File: config.mk
export PLATFORM = sky130hd
export DESIGN_NAME = fifo_level
export DESIGN_NICKNAME = d
export VERILOG_FILES = /design/src/rtl/fifo_pkg.sv /design/src/rtl/fifo_ram.sv /design/src/rtl/fifo_level.sv
export SDC_FILE = /design/constraint.sdc
export NUM_CORES = 1
export LEC_CHECK = 0
export ABC_AREA = 1
export BUFFER_PORTS_ARGS = -buffer_cell sky130_fd_sc_hd__buf_2
export CAP_MARGIN = 20
export CORE_UTILIZATION = 45
export DETAILED_ROUTE_END_ITERATION = 10
export GPL_TIMING_DRIVEN = 0
export SLEW_MARGIN = 20
export SYNTH_ARGS = -nofsm -noshare
export SYNTH_HDL_FRONTEND = slang
export SYNTH_SLANG_ARGS = --single-unit
export TNS_END_PERCENT = 50
File: constraint.sdc
create_clock -name i_CLK -period 4 [get_ports i_CLK]
set_clock_uncertainty 0.2 [all_clocks]
set_input_delay 1.2 -clock i_CLK [delete_from_list [all_inputs] [get_ports i_CLK]]
set_output_delay 1.2 -clock i_CLK [all_outputs]
set_load 0.03 [all_outputs]
File: src/rtl/fifo_pkg.sv
`default_nettype none
// ============================================================================
// Module   : fifo_pkg
// Brief    : Width and pointer-wrap helpers shared by the FIFO files.
// Revision : 1.0 - initial release
// ============================================================================

package fifo_pkg;

   // Occupancy must represent 0..DEPTH inclusive, hence DEPTH+1 states.
   function automatic int cnt_width(input int depth);
      return $clog2(depth + 1);
   endfunction

   function automatic int ptr_width(input int depth);
      return (depth < 2) ? 1 : $clog2(depth);
   endfunction

   // Explicit wrap so non-power-of-two depths never index past the array.
   function automatic int ptr_inc(input int ptr, input int depth);
      return (ptr == depth - 1) ? 0 : ptr + 1;
   endfunction

endpackage

`default_nettype wire

File: src/rtl/fifo_ram.sv
`default_nettype none
// ============================================================================
// Module   : fifo_ram
// Brief    : Simple dual-port storage array, registered write, combinational read.
// Revision : 1.0 - initial release
// ============================================================================

module fifo_ram #(
   parameter int DATA_WIDTH = 8,
   parameter int DEPTH      = 16,
   parameter int ADDR_WIDTH = 4
) (
   input  logic                  i_clk,
   input  logic                  i_we,
   input  logic [ADDR_WIDTH-1:0] i_waddr,
   input  logic [DATA_WIDTH-1:0] i_wdata,
   input  logic [ADDR_WIDTH-1:0] i_raddr,
   output logic [DATA_WIDTH-1:0] o_rdata
);

   logic [DATA_WIDTH-1:0] mem [DEPTH];

   always_ff @(posedge i_clk) begin
      if (i_we) begin
         mem[i_waddr] <= i_wdata;
      end
   end

   assign o_rdata = mem[i_raddr];

endmodule

`default_nettype wire

File: src/rtl/fifo_level.sv
`default_nettype none
// ============================================================================
// Module   : fifo_level
// Brief    : Parametrised synchronous FIFO with count, thresholds, sticky
//            errors and flush. Define FIFO_FWFT_EN for first-word fall-through.
// Revision : 1.0 - initial release
// ============================================================================

module fifo_level
   import fifo_pkg::*;
#(
   parameter int DATA_WIDTH    = 8,
   parameter int DEPTH         = 16,
   parameter int AFULL_THRESH  = DEPTH - 2,
   parameter int AEMPTY_THRESH = 2
) (
   input  logic                          i_CLK,
   input  logic                          i_RESET,
   input  logic                          i_Clear,
   input  logic [DATA_WIDTH-1:0]         i_Data,
   input  logic                          i_Write_EN,
   input  logic                          i_Read_EN,
   output logic [DATA_WIDTH-1:0]         o_Data,
   output logic                          o_Read_Valid,
   output logic                          o_Empty,
   output logic                          o_Full,
   output logic                          o_Almost_Empty,
   output logic                          o_Almost_Full,
   output logic [cnt_width(DEPTH)-1:0]   o_Count,
   output logic                          o_Overflow,
   output logic                          o_Underflow
);

   localparam int CW = cnt_width(DEPTH);
   localparam int PW = ptr_width(DEPTH);

   logic [PW-1:0]         wr_ptr_q, wr_ptr_d;
   logic [PW-1:0]         rd_ptr_q, rd_ptr_d;
   logic [CW-1:0]         count_q, count_d;
   logic                  ovf_q, ovf_d;
   logic                  udf_q, udf_d;
   logic                  empty, full;
   logic                  rd_ok, wr_ok;
   logic [DATA_WIDTH-1:0] ram_rdata;

   assign empty = (count_q == '0);
   assign full  = (count_q == CW'(DEPTH));

   // A full FIFO still takes a write when the head pops on the same edge.
   assign rd_ok = i_Read_EN && !empty;
   assign wr_ok = i_Write_EN && (!full || rd_ok);

   fifo_ram #(
      .DATA_WIDTH (DATA_WIDTH),
      .DEPTH      (DEPTH),
      .ADDR_WIDTH (PW)
   ) u_ram (
      .i_clk   (i_CLK),
      .i_we    (wr_ok && !i_Clear),
      .i_waddr (wr_ptr_q),
      .i_wdata (i_Data),
      .i_raddr (rd_ptr_q),
      .o_rdata (ram_rdata)
   );

   always_comb begin
      wr_ptr_d = wr_ptr_q;
      rd_ptr_d = rd_ptr_q;
      count_d  = count_q;
      ovf_d    = ovf_q;
      udf_d    = udf_q;
      if (i_Clear) begin
         wr_ptr_d = '0;
         rd_ptr_d = '0;
         count_d  = '0;
         ovf_d    = 1'b0;
         udf_d    = 1'b0;
      end else begin
         if (wr_ok) begin
            wr_ptr_d = PW'(ptr_inc(int'(wr_ptr_q), DEPTH));
         end
         if (rd_ok) begin
            rd_ptr_d = PW'(ptr_inc(int'(rd_ptr_q), DEPTH));
         end
         if (wr_ok && !rd_ok) begin
            count_d = count_q + CW'(1);
         end else if (rd_ok && !wr_ok) begin
            count_d = count_q - CW'(1);
         end
         if (i_Write_EN && !wr_ok) begin
            ovf_d = 1'b1;
         end
         if (i_Read_EN && !rd_ok) begin
            udf_d = 1'b1;
         end
      end
   end

   always_ff @(posedge i_CLK or posedge i_RESET) begin
      if (i_RESET) begin
         wr_ptr_q <= '0;
         rd_ptr_q <= '0;
         count_q  <= '0;
         ovf_q    <= 1'b0;
         udf_q    <= 1'b0;
      end else begin
         wr_ptr_q <= wr_ptr_d;
         rd_ptr_q <= rd_ptr_d;
         count_q  <= count_d;
         ovf_q    <= ovf_d;
         udf_q    <= udf_d;
      end
   end

`ifdef FIFO_FWFT_EN
   // Head word is presented directly; a read simply acknowledges it.
   assign o_Data       = ram_rdata;
   assign o_Read_Valid = !empty;
`else
   logic [DATA_WIDTH-1:0] rdata_q, rdata_d;
   logic                  rvalid_q, rvalid_d;

   always_comb begin
      rvalid_d = rd_ok && !i_Clear;
      rdata_d  = rvalid_d ? ram_rdata : rdata_q;
   end

   always_ff @(posedge i_CLK or posedge i_RESET) begin
      if (i_RESET) begin
         rdata_q  <= '0;
         rvalid_q <= 1'b0;
      end else begin
         rdata_q  <= rdata_d;
         rvalid_q <= rvalid_d;
      end
   end

   assign o_Data       = rdata_q;
   assign o_Read_Valid = rvalid_q;
`endif

   assign o_Empty        = empty;
   assign o_Full         = full;
   assign o_Almost_Empty = (count_q <= CW'(AEMPTY_THRESH));
   assign o_Almost_Full  = (count_q >= CW'(AFULL_THRESH));
   assign o_Count        = count_q;
   assign o_Overflow     = ovf_q;
   assign o_Underflow    = udf_q;

endmodule

`default_nettype wire

==> impl_metrics.env <==
export IMPL_grt_pass1_vias=4601
export IMPL_synth_top_family_by_area="simple AND/OR/NAND/NOR gates"
export IMPL_worst_setup_path_end_kind="output port"
export IMPL_ant_nets=0
export IMPL_syn_instance_count=681
export IMPL_yosysTopAreaCell="edfxtp_1"
export IMPL_antenna_found_initial=1
export IMPL_ys_ff_latch=152
export IMPL_outcome="completed"
export IMPL_grt_overflow=0
export IMPL_avgSynthCellArea_sq_um=10.0
export IMPL_dp_cells=899
export IMPL_diodes=0
export IMPL_ir_drop_mv=0.322
export IMPL_synth_common_cells="nand2_1 (264), edfxtp_1 (128), nand3_1 (91), inv_1 (79), dfrtp_1 (24)"
export IMPL_fin_setup_tns_ns=0
export IMPL_syn_area_sq_um=6820
export IMPL_slew_headroom_pct=40.5
export IMPL_drive_gt1_share_pct=14.0
export IMPL_synthMuxAreaShare_pct=0
export IMPL_cts_root_buf="clkbuf_16"
export IMPL_grt_max_degree=25
export IMPL_wl_per_cell_um=18.3
export IMPL_fin_area_sq_um=7830
export IMPL_setup_violations=0
export IMPL_insertion_delay_ns=0.42
export IMPL_cap_violations=0
export IMPL_utilization_pct=53.5
export IMPL_cts_repair_resized=0
export IMPL_fp_dieH_um=125
export IMPL_worstRegToRegCells=6
export IMPL_io_pins=33
export IMPL_hold_path_class="flip-flop to flip-flop"
export IMPL_r2r_slack_ns=1.51
export IMPL_num_rows=44
export IMPL_synth_fp_nets=704
export IMPL_busiest_layer="met2"
export IMPL_cts_max_path_buffers=2
export IMPL_stdcell_count=932
export IMPL_globalRouteMet2Util_pct=38.5
export IMPL_grt_pass1_wl_mm=26.2
export IMPL_die_area_sq_um=15600
export IMPL_synth_simple_area_share_pct=24.0
export IMPL_layout_min_cycle_time_ns=2.93
export IMPL_first_pass_iters=7
export IMPL_synth_top_flop_cell="edfxtp_1"
export IMPL_worstSetupPathType="flip-flop to output port"
export IMPL_start_kind="flip-flop"
export IMPL_wl_mm=17.0
export IMPL_cts_sinks=152
export IMPL_die_w_um=125
export IMPL_report_final_hold_viol_count=0
export IMPL_drt_iter0_drc=458
export IMPL_vias=4752
export IMPL_worst_slew_pin_slew_ns=0.889
export IMPL_synthToLayoutAreaGrowth_pct=14.9
export IMPL_crit_end="o_Empty"
export IMPL_synthXorXnorAreaFrac_pct=0.514
export IMPL_rsz0062_at_grt="no"
export IMPL_cts_htree_levels=4
export IMPL_path_clk_slew_ns=0.06
export IMPL_cellLeakagePower_uw=0.00345
export IMPL_ctsHoldBuffers=0
export IMPL_grt_use_met3_pct=4.92
export IMPL_synthAdderAreaFrac_pct=1.95
export IMPL_dp_final_hpwl_mm=12.0
export IMPL_timing_rr_start="o_Count[1]"
export IMPL_fin_ws_ns=1.07
export IMPL_grt_util_met1_pct=30.2
export IMPL_gp_congestion=0.961
export IMPL_ys_warn_count=0
export IMPL_postCtsSetupBuffers=0
export IMPL_drv_slew=0
export IMPL_placed_cell_area_sq_um=7230
export IMPL_cellPowerDensity_nw_per_um2=618
export IMPL_core_area_sq_um=14600
export IMPL_cp_arrival_ns=1.53
export IMPL_drc=0
export IMPL_nNetsFinal=758
export IMPL_clock_fmax_mhz=341
export IMPL_crit_path_start="o_Count[2]"
export IMPL_numCtsBuffers=17
export IMPL_synth_compound_area_share_pct=1.45
export IMPL_async_reset_ff_share_pct=15.8
export IMPL_cts_tree="built"
export IMPL_numPortBuffers=32
export IMPL_critPathRequiredTime_ns=2.60
export IMPL_grt_usage_pct=23.3
export IMPL_dp_slack_ns=0.720
export IMPL_yosysMostFrequentCell="nand2_1"
export IMPL_synthTopCellsByArea="edfxtp_1 (56%), nand2_1 (15%), dfrtp_1 (8.8%)"
export IMPL_synth_top_area_share_pct=56.4
export IMPL_post_drt_via_cell_ratio=5.10
export IMPL_reg2reg_to="u_ram.mem[12][5]"
export IMPL_synth_edf_count=128
export IMPL_ys_types=27
export IMPL_start_util_pct=46.5
export IMPL_fin_crit_sh_pct=73.3
export IMPL_path_max_fanout=6
export IMPL_yosysSeqAreaShare_pct=65.2
==> where the power goes <==
part,total [uW],internal [uW],switching [uW]
registers,1880,1800,72.9
clock network,1550,921,631
logic,1410,411,999
==> metal layers <==
metal | part of all wire [%] | wire length, um | vias to the layer above
li1 | - | - | 2329
met1 | 44 | 7410 | 2287
met2 | 49 | 8360 | 111
met3 | 5.4 | 922 | 25
met4 | 1.9 | 331 | 0
met5 | 0 | 0 | -
==> cells in the final DEF (no fill, tap or decap) <==
master / count
nand4_1: 2
buf_4: 9
ha_1: 9
bufinv_16: 2
inv_6: 3
edfxtp_1: 128
clkinv_4: 3
nand3_1: 91
o22ai_1: 3
nand2_2: 1
nor2_1: 17
inv_2: 5
buf_2: 47
nand3_2: 3
clkbuf_16: 17
a21oi_2: 1
buf_16: 1
nor3_2: 2
clkbuf_1: 6
fa_1: 1
nor2_4: 3
nand2_1: 264
xor2_1: 3
xnor2_1: 1
o21ai_0: 7
clkinv_1: 2
nor3_1: 2
clkinv_2: 2
a21oi_4: 1
a21oi_1: 4
nor2_2: 1
inv_1: 79
nand3_4: 1
clkinvlp_4: 3
dfrtp_1: 24
==> stage by stage <==
step,total power [uW],hold WS [ns]
after floorplan,2850,0.358
after global routing,5080,0.301
final,4840,0.278
after global placement,3290,0.265
after detailed placement,3310,0.264
after CTS,4860,0.281
==> logic make-up (layout without fill, tap and decap cells) <==
logic type      count (synthesis)  count (layout)
compound gates                 16              16
xor+xnor                        4               4
fa+ha+maj                      10              10
buf+inv                       112             179
flops                         152             152
simple gates                  387             387
==> critical path: stages, from the launching register on <==
cell and delay [ns]:
dfrtp_1 0.47, nor2_4 0.20, nand3_2 0.16, inv_1 0.10, buf_2 0.19
==> worst min-delay path by stage <==
stage	cells after the start	slack, ns	endpoint	start
2_1_floorplan	3	0.36	rd_ptr_q[1]	rd_ptr_q[1]
3_3_place_gp	2	0.26	o_Data[5]	o_Data[5]
3_5_place_dp	2	0.26	o_Data[2]	o_Data[2]
4_1_cts	2	0.28	o_Data[2]	o_Data[2]
5_1_grt	2	0.30	o_Data[4]	o_Data[4]
6_report	2	0.28	o_Data[2]	o_Data[2]
==> state kept, by name (all words and copies together), names as in the netlist <==
name / count
u_ram.mem: 128
wr_ptr_q: 4
o_Count: 5
rd_ptr_q: 4
o_Read_Valid: 1
o_Data: 8
o_Underflow: 1
o_Overflow: 1
==> layout make-up <==
type	count	area, sq um
well taps	184	230
repair buffers	35	200
fillers	1328	6810
plain buffers	27	149
clock inverters	14	149
flip-flops and latches	152	4440
inverters	85	319
clock buffers	18	429
multi-input cells	417	1910
Power figures use the tool's default switching activity.
